`src/rtl/mems_mics_capture_ctrl_pkg.sv`:
```
// Shared definitions for the MEMS microphone capture controller:
// capture state encoding, default buffer address width and sample width.
package mems_mics_pkg;

  typedef enum logic [1:0] {
    IDLE = 2'd0,
    RUN  = 2'd1,
    DONE = 2'd2
  } cap_state_t;

  // Default byte-addressed capture buffer: 2^12 = 4096 samples.
  localparam int DEF_ADDR_W = 12;

  // Every microphone channel delivers 8-bit samples.
  localparam int SAMPLE_W = 8;

  // Largest number of microphone requesters the arbiter is sized for.
  localparam int MAX_CH = 8;

endpackage

```
`src/rtl/mems_mics_capture_ctrl_if.sv`:
```
// Microphone handshake plus RAM port-2 write bus of the capture controller.
// master: the capture controller (grants samples, drives the RAM port).
// slave : the microphone front ends and the RAM.
interface mems_mics_capture_ctrl_if #(
  parameter int NUM_CH = 4,
  parameter int ADDR_W = mems_mics_pkg::DEF_ADDR_W
);
  import mems_mics_pkg::*;

  logic [NUM_CH-1:0]          mic_valid;
  logic [NUM_CH*SAMPLE_W-1:0] mic_data;
  logic [NUM_CH-1:0]          mic_ready;
  logic [ADDR_W-1:0]          ram_address2;
  logic                       ram_chipselect2;
  logic                       ram_write2;
  logic                       ram_clken2;
  logic [SAMPLE_W-1:0]        ram_writedata2;

  modport master (
    input  mic_valid,
    input  mic_data,
    output mic_ready,
    output ram_address2,
    output ram_chipselect2,
    output ram_write2,
    output ram_clken2,
    output ram_writedata2
  );

  modport slave (
    output mic_valid,
    output mic_data,
    input  mic_ready,
    input  ram_address2,
    input  ram_chipselect2,
    input  ram_write2,
    input  ram_clken2,
    input  ram_writedata2
  );

endinterface

```
`src/rtl/mems_mics_capture_ctrl_rr_arbiter.sv`:
```
// Round-robin arbiter: one-hot grant to the first requesting channel found
// when searching upward (with wrap) from the channel after the last one
// accepted. The search pointer only moves when a grant is accepted.
module mems_mics_rr_arbiter #(
  parameter int NUM_CH = 4,
  parameter int IDX_W  = (NUM_CH > 1) ? $clog2(NUM_CH) : 1
) (
  input  logic              clk,
  input  logic              rst,
  input  logic [NUM_CH-1:0] req,
  input  logic              accept,
  output logic [NUM_CH-1:0] grant
);

  logic [IDX_W-1:0] ptr;
  logic [IDX_W-1:0] grant_idx;
  logic             found;
  int               idx;

  // Rotating priority search starting at ptr
  always_comb begin
    grant     = '0;
    grant_idx = '0;
    found     = 1'b0;
    idx       = 0;
    for (int i = 0; i < NUM_CH; i++) begin
      idx = int'(ptr) + i;
      if (idx >= NUM_CH) idx = idx - NUM_CH;
      if (!found && req[IDX_W'(idx)]) begin
        found                = 1'b1;
        grant[IDX_W'(idx)]   = 1'b1;
        grant_idx            = IDX_W'(idx);
      end
    end
  end

  // Move the search start just past the accepted channel
  always_ff @(posedge clk or posedge rst) begin
    if (rst) begin
      ptr <= '0;
    end else if (accept) begin
      ptr <= (grant_idx == IDX_W'(NUM_CH - 1)) ? '0 : grant_idx + IDX_W'(1);
    end
  end

endmodule

```
`src/rtl/mems_mics_capture_ctrl.sv`:
```
// MEMS microphone capture controller: arbitrates NUM_CH 8-bit sample
// streams into a byte RAM through port 2, one sample per cycle, with
// half/full interrupt flags and a sticky overrun indicator.
// CONTINUOUS=1 wraps around the buffer; CONTINUOUS=0 stops (DONE) after
// the last address has been written.
// Optional build macro MEMS_MICS_OVERRUN_CNT_EN adds a saturating 16-bit
// overrun event counter output (overrun_cnt).
module mems_mics_capture_ctrl
  import mems_mics_pkg::*;
#(
  parameter int NUM_CH     = 4,
  parameter int ADDR_W     = DEF_ADDR_W,
  parameter int CONTINUOUS = 1
) (
  input  logic                     clk,
  input  logic                     reset,
  input  logic                     enable,
  mems_mics_capture_ctrl_if.master bus,
  output logic [ADDR_W-1:0]        wr_ptr,
  output logic                     irq_half,
  output logic                     irq_full,
  input  logic                     irq_ack,
  output logic                     overrun
`ifdef MEMS_MICS_OVERRUN_CNT_EN
  ,
  output logic [15:0]              overrun_cnt
`endif
);

  localparam logic [ADDR_W-1:0] LAST_ADDR = '1;
  localparam logic [ADDR_W-1:0] HALF_ADDR = LAST_ADDR >> 1;

  cap_state_t          state;
  logic                active;
  logic                start_run;
  logic [NUM_CH-1:0]   req;
  logic [NUM_CH-1:0]   grant;
  logic                xfer;
  logic                last_xfer;
  logic [SAMPLE_W-1:0] sel_data;

  logic                wr_en_r;
  logic                cs_r;
  logic                clken_r;
  logic [ADDR_W-1:0]   addr_r;
  logic [SAMPLE_W-1:0] wdata_r;

  logic                half_hit;
  logic                full_hit;

  logic [NUM_CH-1:0]   denied;
  logic [NUM_CH-1:0]   denied_prev;
  logic [NUM_CH-1:0]   ov_hit;
  logic                ov_event;

  // Grants are only offered while running and still enabled, so a falling
  // enable never starts a new transfer.
  assign active    = (state == RUN) && enable;
  assign start_run = (state == IDLE) && enable;
  assign req       = bus.mic_valid & {NUM_CH{active}};
  assign xfer      = |grant;
  assign last_xfer = xfer && (wr_ptr == LAST_ADDR);

  mems_mics_rr_arbiter #(
    .NUM_CH (NUM_CH)
  ) u_arb (
    .clk    (clk),
    .rst    (reset),
    .req    (req),
    .accept (xfer),
    .grant  (grant)
  );

  // Select the granted channel's sample
  always_comb begin
    sel_data = '0;
    for (int k = 0; k < NUM_CH; k++) begin
      if (grant[k]) sel_data = bus.mic_data[SAMPLE_W*k +: SAMPLE_W];
    end
  end

  assign bus.mic_ready       = grant;
  assign bus.ram_write2      = wr_en_r;
  assign bus.ram_chipselect2 = cs_r;
  assign bus.ram_clken2      = clken_r;
  assign bus.ram_address2    = addr_r;
  assign bus.ram_writedata2  = wdata_r;

  // Capture FSM with the registered RAM port-2 write stage and write pointer
  always_ff @(posedge clk or posedge reset) begin
    if (reset) begin
      state   <= IDLE;
      wr_ptr  <= '0;
      wr_en_r <= 1'b0;
      cs_r    <= 1'b0;
      clken_r <= 1'b0;
      addr_r  <= '0;
      wdata_r <= '0;
    end else begin
      clken_r <= 1'b1;
      wr_en_r <= xfer;
      cs_r    <= xfer;
      if (xfer) begin
        addr_r  <= wr_ptr;
        wdata_r <= sel_data;
        wr_ptr  <= wr_ptr + ADDR_W'(1);
      end
      case (state)
        IDLE: begin
          if (enable) begin
            state  <= RUN;
            wr_ptr <= '0;
          end
        end
        RUN: begin
          if (!enable) state <= IDLE;
          else if (last_xfer && (CONTINUOUS == 0)) state <= DONE;
        end
        DONE: begin
          if (!enable) state <= IDLE;
        end
        default: state <= IDLE;
      endcase
    end
  end

  // Flags set on the cycle the RAM write is presented; set beats an ack
  assign half_hit = wr_en_r && (addr_r == HALF_ADDR);
  assign full_hit = wr_en_r && (addr_r == LAST_ADDR);

  // Sticky half/full interrupt flags
  always_ff @(posedge clk or posedge reset) begin
    if (reset) begin
      irq_half <= 1'b0;
      irq_full <= 1'b0;
    end else begin
      if (half_hit)     irq_half <= 1'b1;
      else if (irq_ack) irq_half <= 1'b0;
      if (full_hit)     irq_full <= 1'b1;
      else if (irq_ack) irq_full <= 1'b0;
    end
  end

  // A channel is denied when it asks during an arbitration cycle and loses.
  // Two denials in a row form one overrun event; the streak then restarts.
  assign denied   = bus.mic_valid & ~grant & {NUM_CH{active}};
  assign ov_hit   = denied & denied_prev;
  assign ov_event = |ov_hit;

  // Per-channel denial streak tracking and sticky overrun flag
  always_ff @(posedge clk or posedge reset) begin
    if (reset) begin
      denied_prev <= '0;
      overrun     <= 1'b0;
    end else if (start_run) begin
      denied_prev <= '0;
      overrun     <= 1'b0;
    end else begin
      denied_prev <= denied & ~ov_hit;
      if (ov_event) overrun <= 1'b1;
    end
  end

`ifdef MEMS_MICS_OVERRUN_CNT_EN
  // Saturating count of overrun events since the last run start
  always_ff @(posedge clk or posedge reset) begin
    if (reset) begin
      overrun_cnt <= '0;
    end else if (start_run) begin
      overrun_cnt <= '0;
    end else if (ov_event && (overrun_cnt != 16'hFFFF)) begin
      overrun_cnt <= overrun_cnt + 16'd1;
    end
  end
`endif

endmodule

```
`src/flat_wrapper.sv`:
```
// flat-port wrapper written by rule: the top's interface ports become plain ports
module mems_mics_capture_ctrl_flat import mems_mics_pkg::*;
#(
  parameter int NUM_CH     = 4,
  parameter int ADDR_W     = DEF_ADDR_W,
  parameter int CONTINUOUS = 1
)
  (clk, reset, enable, wr_ptr, irq_half, irq_full, irq_ack, overrun, bus_mic_valid, bus_mic_data, bus_mic_ready, bus_ram_address2, bus_ram_chipselect2, bus_ram_write2, bus_ram_clken2, bus_ram_writedata2);
  mems_mics_capture_ctrl_if #(.NUM_CH(NUM_CH), .ADDR_W(ADDR_W)) bus_i ();
  input  logic clk;
  input  logic reset;
  input  logic enable;
  output logic [ADDR_W-1:0] wr_ptr;
  output logic irq_half;
  output logic irq_full;
  input  logic irq_ack;
  output logic overrun;
  input wire logic [$bits(bus_i.mic_valid)-1:0] bus_mic_valid;
  input wire logic [$bits(bus_i.mic_data)-1:0] bus_mic_data;
  output wire logic [$bits(bus_i.mic_ready)-1:0] bus_mic_ready;
  output wire logic [$bits(bus_i.ram_address2)-1:0] bus_ram_address2;
  output wire logic [$bits(bus_i.ram_chipselect2)-1:0] bus_ram_chipselect2;
  output wire logic [$bits(bus_i.ram_write2)-1:0] bus_ram_write2;
  output wire logic [$bits(bus_i.ram_clken2)-1:0] bus_ram_clken2;
  output wire logic [$bits(bus_i.ram_writedata2)-1:0] bus_ram_writedata2;
  assign bus_i.mic_valid = bus_mic_valid;
  assign bus_i.mic_data = bus_mic_data;
  assign bus_mic_ready = bus_i.mic_ready;
  assign bus_ram_address2 = bus_i.ram_address2;
  assign bus_ram_chipselect2 = bus_i.ram_chipselect2;
  assign bus_ram_write2 = bus_i.ram_write2;
  assign bus_ram_clken2 = bus_i.ram_clken2;
  assign bus_ram_writedata2 = bus_i.ram_writedata2;
  mems_mics_capture_ctrl #(.NUM_CH(NUM_CH), .ADDR_W(ADDR_W), .CONTINUOUS(CONTINUOUS)) u_core (.clk(clk), .reset(reset), .enable(enable), .bus(bus_i), .wr_ptr(wr_ptr), .irq_half(irq_half), .irq_full(irq_full), .irq_ack(irq_ack), .overrun(overrun));
endmodule
```
`config.mk`:
```
export PLATFORM = sky130hd
export DESIGN_NAME = mems_mics_capture_ctrl_flat
export DESIGN_NICKNAME = d
export VERILOG_FILES = /design/src/rtl/mems_mics_capture_ctrl_pkg.sv /design/src/rtl/mems_mics_capture_ctrl_if.sv /design/src/rtl/mems_mics_capture_ctrl_rr_arbiter.sv /design/src/rtl/mems_mics_capture_ctrl.sv /design/src/flat_wrapper.sv
export SDC_FILE = /design/constraint.sdc
export NUM_CORES = 1
export LEC_CHECK = 0
export BUFFER_PORTS_ARGS = -buffer_cell sky130_fd_sc_hd__buf_2
export CELL_PAD_IN_SITES_DETAIL_PLACEMENT = 1
export CELL_PAD_IN_SITES_GLOBAL_PLACEMENT = 2
export CORE_MARGIN = 3
export CORE_UTILIZATION = 32
export CTS_BUF_LIST = sky130_fd_sc_hd__clkbuf_4 sky130_fd_sc_hd__clkbuf_8
export DETAILED_ROUTE_END_ITERATION = 10
export PLACE_DENSITY = 0.79
export SYNTH_ARGS = -nofsm -noshare
export SYNTH_HDL_FRONTEND = slang
export SYNTH_SLANG_ARGS = --single-unit
```
`constraint.sdc`:
```
create_clock -name clk -period 3.9 [get_ports clk]
set_input_delay 0.195 -clock clk [delete_from_list [all_inputs] [get_ports clk]]
set_output_delay 0.195 -clock clk [all_outputs]
set_load 0.03 [all_outputs]
```
==> results of run 1 <==
## final timing paths
| path | slack [ns] | end |
|---|---|---|
| worst max-delay path | 0.45 | u_core.wr_ptr[10]$_DFF_PP0_ |
| worst min-delay path | 0.1 | u_core.irq_full$_DFFE_PP0P_ |
| worst max register to register | 0.45 | u_core.wr_ptr[10]$_DFF_PP0_ |
| worst min register to register | 0.43 | u_core.denied_prev[2]$_DFF_PP0_ |
| max in group asynchronous | 3.21 | u_core.bus.ram_writedata2[6]$_DFFE_PP0P_ |
| min in group asynchronous | 0.11 | u_core.irq_full$_DFFE_PP0P_ |
## layout by cell type (no fill, tap or decap), types with 9 or more instances in the layout
master | netlist | final
or3_1 | 9 | 9
a21oi_1 | 14 | 14
buf_2 | 4 | 81
buf_4 | 3 | 14
o21ai_1 | 9 | 9
ha_1 | 11 | 11
dfrtp_1 | 44 | 44
inv_1 | 11 | 10
nand2_1 | 24 | 24
nor2_1 | 16 | 16
nand3_1 | 13 | 13
mux2_2 | 14 | 14
## final cells by class
class | instances | share of cell area
clock inverter | 2 | 0.0111
inverter | 13 | 0.0139
clock buffer | 6 | 0.0236
sequential | 44 | 0.314
multi-input combinational | 222 | 0.448
timing repair buffer | 96 | 0.151
tap | 105 | 0.0375
## sequential cells by signal, summed over array words and instances (netlist names), named ones only
register / flops
u_core.bus.ram_address2: 12
u_core.irq_half: 1
u_core.bus.ram_write2: 1
u_core.u_arb.ptr: 1
u_core.state: 1
u_core.bus.ram_clken2: 1
u_core.wr_ptr: 12
u_core.irq_full: 1
u_core.bus.ram_writedata2: 8
u_core.overrun: 1
u_core.denied_prev: 4
## power by group
group	switching, mW	total (mW)	leakage [nW]	internal (mW)
Clock	0.162	0.372	0.0614	0.210
Combinational	0.751	1.22	1.02	0.467
Sequential	0.0681	0.619	0.593	0.550
Total	0.982	2.21	1.67	1.23
## layer usage
layer,up-vias,track usage,wire length [µm]
met2,82,0.275,4050
met4,0,0.0435,120
met5,-,0,0
met3,11,0.0242,441
met1,1319,0.237,3880
li1,1297,-,-
## through the flow
| step | worst slack (ns) | instance area [µm²] |
|---|---|---|
| floorplan | 0.442 | 2860 |
| global placement | 0.582 | 3380 |
| detailed placement | 0.489 | 3380 |
| CTS | 0.467 | 3500 |
| global route | 0.256 | 3500 |
| finish | 0.449 | 3500 |
## kinds of logic after synthesis
logic type / Yosys count / share of synthesized area
AND/OR/NAND/NOR: 112 / 0.222
AO/OA/AOI/OAI: 76 / 0.190
flip-flops: 44 / 0.385
buffers and inverters: 35 / 0.0661
multiplexers: 20 / 0.0805
adder cells (fa/ha/maj): 11 / 0.0481
XOR/XNOR: 2 / 0.00613
other: 1 / 0.00131
==> impl_metrics.csv, run 1 <==
group,metric,value,unit
synthesis,synth_top_area_share,0.385,
worst_setup_path,worst_r2r_path_depth,11,
worst_setup_path,path_depth,11,
die,core,8460,µm²
global_route,aggregate_global_routing_overflow,0,
power_and_ir_drop,power.ir.vdd_worst,0.212,mV
die,floorplan.die.width,101,µm
final_layout,n_antenna_cell,0,
die,die_area,10100,µm²
worst_setup_path,crit_path_top_delay_cell,"or4_1",
route,wl_per_cell,17.4,µm
synthesis,synthDominantAreaCellType,"dfrtp_1",
synthesis,yosys-top-cells-area,"dfrtp_1 39%, mux2_2 5.5%, ha_1 4.8%, nand2_1 3.2%, a221o_1 2.8%",
synthesis,post_synthesis_cell_type_count,58,
global_route,grt_antenna_before_repair,0,
synthesis,post_synth.cell_area_avg,9.50,µm²
synthesis,number_of_enable_flip_flop_cells_after_synthesis,0,
timing,final.period_utilization,0.885,
final_layout,nets,433,
clocking,cts_root_buffer,"clkbuf_8",
clocking,postCtsResizedCells,0,
synthesis,synth_sequential_area_ratio,0.385,
worst_setup_path,worst_setup_path_end_kind,"flip-flop",
clocking,clock_insertion_delay_worst_skew,0.29,ns
final_layout,flow.area_growth_from_synthesis,22.5,%
synthesis,synth.cell_area,2860,µm²
die,design.portCount,82,
power_and_ir_drop,post-layout-total-power,2.21,mW
run,drv_cap,0,
route,drt-initial-drc-count,127,
run_status,outcome,"finished clean",
final_layout,multi_input_area,1570,µm²
final_layout,instances_no_fill,488,
synthesis,synthesis.yosys.warnings,0,
synthesis,mapped_nets,352,
clocking,cts.sinks,44,
hold_path,hold_path_startpoint,"irq_ack",
synthesis,synth-async-reset-ratio,1.00,
route,detail_route.vias_per_cell,5.55,
timing,rsz0062_at_grt,"no",
synthesis,commonest_cells_in_the_netlist,"44 x dfrtp_1, 24 x nand2_1, 16 x nor2_1",
final_layout,ff_latch_area,1100,µm²
die,rows,33,
worst_setup_path,cp_top_family,"simple AND/OR/NAND/NOR gates",
worst_setup_path,arrival,3.66,ns
worst_setup_path,max_stage_delay,0.51,ns
synthesis,synth-seq-cells,44,
clocking,register_clock_pin_slew_on_the_reported_worst_setup_and_hold_paths,0.09,ns
route,totalWireLength,8.49,mm
worst_setup_path,timing.critical_path.buf_inv,3,
clocking,cts_buffers,5,
timing,setup_violations,0,
hold_path,min_path_type,"input port to flip-flop",
worst_setup_path,required,4.11,ns
timing,final_min_period,3.45,ns
worst_setup_path,timing_worst_setup_path_type,"flip-flop to flip-flop",
synthesis,yosys_most_used_dff,"dfrtp_1",
clocking,cts.hold.buffers_added,0,
hold_path,worst_hold_path.num_cells,2,
worst_setup_path,critical_path.cell_chain,"inv_1 > ha_1 > mux2_2 > a211oi_1 > o2111ai_1 > and4_1 > inv_1 > nor4_4 > buf_12 > or4_1 > a21oi_1",
worst_setup_path,timing.critical_path.from_type,"flip-flop",
timing,worst_clock_skew,0.00418,ns
timing,fin_hold_ws,0.0992,ns
final_layout,layout.core_utilization,0.414,
route,dr.pass1.iters,4,
clocking,h-tree-depth,2,
synthesis,synthCells,301,
global_route,largest_net_degree_at_the_start_of_global_routing,45,
power_and_ir_drop,total_leakage_power,1.67,nW
route,ant_nets,0,
global_route,global_route.usage.total,0.169,
timing,worst_slew_slack_as_a_fraction_of_its_limit,0.375,
final_layout,filler_cell_count,1005,
timing,final-hold-violation-count,0,
timing,timing_worst_slew_pin_value,0.935,ns
place,placed_cells,480,
clocking,clock_path_buffers,2,
clocking,post_cts.repair.setup_buffers,0,
place,dp_wirelength,6.38,mm
worst_setup_path,most_used_cell_cp,"inv_1",
synthesis,synthMostInstantiatedCell,"dfrtp_1",
timing,achievable-frequency,0.290,GHz
timing,final.setup.tns,0,ns
route,drt_drc_violations_left,0,
worst_setup_path,path_max_fanout,35,
global_route,grt_pass1_vias,2644,
power_and_ir_drop,powerDensity,631,nW/µm²
place,gp_routability_congestion,0.895,
die,die_height,101,µm
global_route,wire_length_of_the_first_global_routing_pass,13.8,mm
place,io_buffers,81,
route,num_vias,2709,
timing,slew_violations,0,
final_layout,drive_above_1_share,0.337,
die,initial_core_util,0.338,
clocking,cts_tree,"done",
Note: power is estimated with default switching activity, not from simulation.
==> run 2, diff against run 1 <==
--- a/config.mk
+++ b/config.mk
@@ -9,10 +9,11 @@
 export CELL_PAD_IN_SITES_DETAIL_PLACEMENT = 1
 export CELL_PAD_IN_SITES_GLOBAL_PLACEMENT = 2
 export CORE_MARGIN = 3
-export CORE_UTILIZATION = 32
+export CORE_UTILIZATION = 31
 export CTS_BUF_LIST = sky130_fd_sc_hd__clkbuf_4 sky130_fd_sc_hd__clkbuf_8
 export DETAILED_ROUTE_END_ITERATION = 10
-export PLACE_DENSITY = 0.79
+export PLACE_DENSITY = 0.78
 export SYNTH_ARGS = -nofsm -noshare
 export SYNTH_HDL_FRONTEND = slang
+export SYNTH_HIERARCHICAL = 1
 export SYNTH_SLANG_ARGS = --single-unit
==> impl_metrics.csv, run 2 <==
group,metric,value,unit
final_layout,nets,401,
clocking,cts_tree,"done",
final_layout,n_antenna_cell,0,
final_layout,drive_above_1_share,0.326,
die,initial_core_util,0.326,
worst_setup_path,cp_top_family,"simple AND/OR/NAND/NOR gates",
synthesis,simple_gate_portion_of_the_synthesized_area,0.234,
route,totalWireLength,7.62,mm
synthesis,combinational_family_with_the_most_area_after_synthesis,"simple AND/OR/NAND/NOR gates",
power_and_ir_drop,cell_internal_pwr,1.17,mW
worst_setup_path,timing.critical_path.from_type,"flip-flop",
synthesis,synth_top_area_share,0.431,
place,gp_routability_congestion,0.858,
timing,worst_slew_slack_as_a_fraction_of_its_limit,0.560,
die,floorplan.die.width,96.8,µm
final_layout,final_common_cell,"buf_2",
worst_setup_path,arrival,3.62,ns
synthesis,synth-seq-cells,44,
synthesis,mapped_nets,314,
timing,slew_violations,0,
place,io_buffers,81,
clocking,cts_root_buffer,"clkbuf_8",
synthesis,synth.cell_area,2550,µm²
hold_path,min_path_type,"input port to flip-flop",
synthesis,synth-async-reset-ratio,1.00,
worst_setup_path,path_max_fanout,10,
timing,achievable-frequency,0.288,GHz
global_route,wire_length_of_the_first_global_routing_pass,12.8,mm
synthesis,synthMostInstantiatedCell,"nand2_1",
clocking,register_clock_pin_slew_on_the_reported_worst_setup_and_hold_paths,0.08,ns
timing,final-hold-violation-count,0,
die,rows,32,
worst_setup_path,worst_r2r_path_depth,10,
clocking,clock_insertion_delay_worst_skew,0.30,ns
power_and_ir_drop,power.share.sequential,0.285,
synthesis,number_of_enable_flip_flop_cells_after_synthesis,0,
global_route,largest_net_degree_at_the_start_of_global_routing,43,
synthesis,fraction_of_the_mapped_netlist_area_in_compound_gates,0.166,
power_and_ir_drop,power.ir.vdd_worst,0.272,mV
route,dr.pass1.iters,4,
global_route,global_route.usage.total,0.165,
power_and_ir_drop,total_leakage_power,1.59,nW
die,core,7850,µm²
timing,timing_worst_slew_pin_value,0.658,ns
synthesis,post_synth.cell_area_avg,9.75,µm²
global_route,grt_antenna_before_repair,0,
worst_setup_path,crit-reg2reg-launch,"u_core/state[0]$_DFFE_PP0P_",
place,dp_wirelength,5.81,mm
route,num_vias,2374,
synthesis,yosys_most_used_dff,"dfrtp_1",
global_route,grt_pass1_vias,2448,
run,drv_cap,0,
timing,rsz0062_at_grt,"no",
clocking,cts.sinks,44,
synthesis,post_synth_fa_ha_maj_area_fraction,0.0588,
hold_path,hold-path-endpoint,"u_core/denied_prev[3]$_DFF_PP0_",
clocking,cts_buffers,5,
final_layout,filler_cell_count,957,
power_and_ir_drop,sw_frac_of_total,0.471,
final_layout,layout_common_cells,"81 x buf_2, 53 x nand2_1, 44 x dfrtp_1",
global_route,aggregate_global_routing_overflow,0,
power_and_ir_drop,post-layout-total-power,2.22,mW
clocking,clock_path_buffers,2,
die,die_area,9370,µm²
timing,final_min_period,3.47,ns
power_and_ir_drop,powerDensity,689,nW/µm²
synthesis,yosys-top-cells-area,"dfrtp_1 43%, nand2_1 7.8%, ha_1 5.9%, mux4_2 3.5%, a221oi_1 2.7%",
clocking,post_cts.repair.setup_buffers,0,
route,detail_route.vias_per_cell,5.25,
worst_setup_path,r2r_slack,0.43,ns
timing,final.period_utilization,0.889,
worst_setup_path,crit_path_top_delay_cell,"mux4_2",
final_layout,multi_input_area,1350,µm²
route,ant_nets,0,
timing,setup_violations,0,
route,drt-initial-drc-count,96,
power_and_ir_drop,p_comb_frac,0.555,
timing,final.setup.tns,0,ns
worst_setup_path,required,4.05,ns
power_and_ir_drop,clock_power_share,0.161,
synthesis,synthesis.yosys.warnings,6,
clocking,h-tree-depth,2,
worst_setup_path,timing_worst_setup_path_type,"flip-flop to flip-flop",
worst_setup_path,critical_path.cell_chain,"ha_1 > and2_1 > mux4_2 > and3_1 > a31oi_1 > nand3_1 > buf_4 > o41ai_4 > or3_2 > a21oi_1",
worst_setup_path,worst_setup_path_end_kind,"flip-flop",
synthesis,synth.mux.area_fraction,0.0593,
run_status,outcome,"finished clean",
clocking,postCtsResizedCells,0,
synthesis,post_synthesis_cell_type_count,56,
die,design.portCount,82,
hold_path,hold_path_startpoint,"bus_mic_valid[3]",
final_layout,flow.area_growth_from_synthesis,25.9,%
timing,fin_hold_ws,0.163,ns
synthesis,synthCells,262,
synthesis,synthDominantAreaCellType,"dfrtp_1",
timing,worst_clock_skew,0.00496,ns
power_and_ir_drop,p_sw,1.04,mW
route,drt_drc_violations_left,0,
worst_setup_path,timing.critical_path.buf_inv,1,
clocking,cts.hold.buffers_added,1,
route,wl_per_cell,16.9,µm
synthesis,synth_xor_area_frac,0.0103,
final_layout,ff_latch_area,1100,µm²
die,die_height,96.8,µm
worst_setup_path,regToRegEndpoint,"u_core/wr_ptr[3]$_DFF_PP0_",
synthesis,commonest_cells_in_the_netlist,"53 x nand2_1, 44 x dfrtp_1, 12 x ha_1",
worst_setup_path,max_stage_delay,0.63,ns
synthesis,synth_sequential_area_ratio,0.431,
hold_path,worst_hold_path.num_cells,2,
worst_setup_path,path_depth,10,
==> run 2: cell types whose count changed after synthesis, moves of 9 or more <==
cell     previous run  this run
or3_1               9         0
nor2_1             16         4
mux2_2             14         0
nand2_1            24        53
==> run 2: area by class of cell <==
class                      instances  area share
multi-input combinational        196       0.420
clock inverter                     2      0.0109
sequential                        44       0.342
inverter                          11      0.0128
clock buffer                       6      0.0237
timing repair buffer              91       0.150
tap                              102      0.0397
==> run 2: routing by layer <==
| layer | GRT usage | share of wire |
|---|---|---|
| met2 | 0.249 | 0.46 |
| met1 | 0.243 | 0.48 |
| met4 | 0.0400 | 0.0094 |
| met3 | 0.0332 | 0.049 |
| met5 | 0 | 0 |
==> run 2: cell families after synthesis <==
kind of cell | Yosys count
and+or+nand+nor | 110
AOI/OAI and AO/OA | 60
DFF | 44
buffers and inverters | 22
adders and majority gates | 12
muxes | 10
xor gates and xnor gates | 3
other | 1
==> run 2: metrics by stage <==
stage / util / std cells / setup WS [ns] / area, µm²
finish: 0.410 / 452 / 0.433 / 3220
global route: 0.410 / 452 / 0.168 / 3220
CTS: 0.410 / 452 / 0.453 / 3220
detailed placement: 0.394 / 443 / 0.468 / 3100
global placement: 0.394 / 443 / 0.405 / 3100
floorplan: - / 262 / 0.212 / 2550
==> run 2: worst max-delay path by stage <==
stage / slack, ns / to / from
finish: 0.43 / u_core/wr_ptr[3]$_DFF_PP0_ / u_core/state[0]$_DFFE_PP0P_
floorplan: 0.21 / u_core/u_arb/ptr[0]$_DFFE_PP0P_ / u_core/u_arb/ptr[0]$_DFFE_PP0P_
global route: 0.17 / u_core/wr_ptr[3]$_DFF_PP0_ / u_core/state[0]$_DFFE_PP0P_
global placement: 0.40 / u_core/bus.ram_writedata2[5]$_DFFE_PP0N_ / u_core/u_arb/ptr[0]$_DFFE_PP0P_
CTS: 0.45 / u_core/wr_ptr[3]$_DFF_PP0_ / u_core/state[0]$_DFFE_PP0P_
detailed placement: 0.47 / u_core/bus.ram_writedata2[1]$_DFFE_PP0N_ / u_core/u_arb/ptr[0]$_DFFE_PP0P_
==> run 2: power by group through the flow <==
stage	combinational, mW	sequential, mW	clock [mW]
after global placement	1.23	0.637	0
after detailed placement	1.25	0.643	0
after floorplan	0.733	0.787	0
after CTS	1.25	0.634	0.369
final	1.23	0.631	0.357
after global routing	1.36	0.648	0.390
==> run 2: worst reg2reg max path, cell delays in order (launching register included) <==
cell     delay [ns]
dfrtp_1        0.44
ha_1           0.26
and2_1         0.22
mux4_2         0.63
and3_1         0.23
a31oi_1        0.13
nand3_1        0.29
buf_4          0.27
o41ai_4        0.57
or3_2          0.21
a21oi_1        0.06
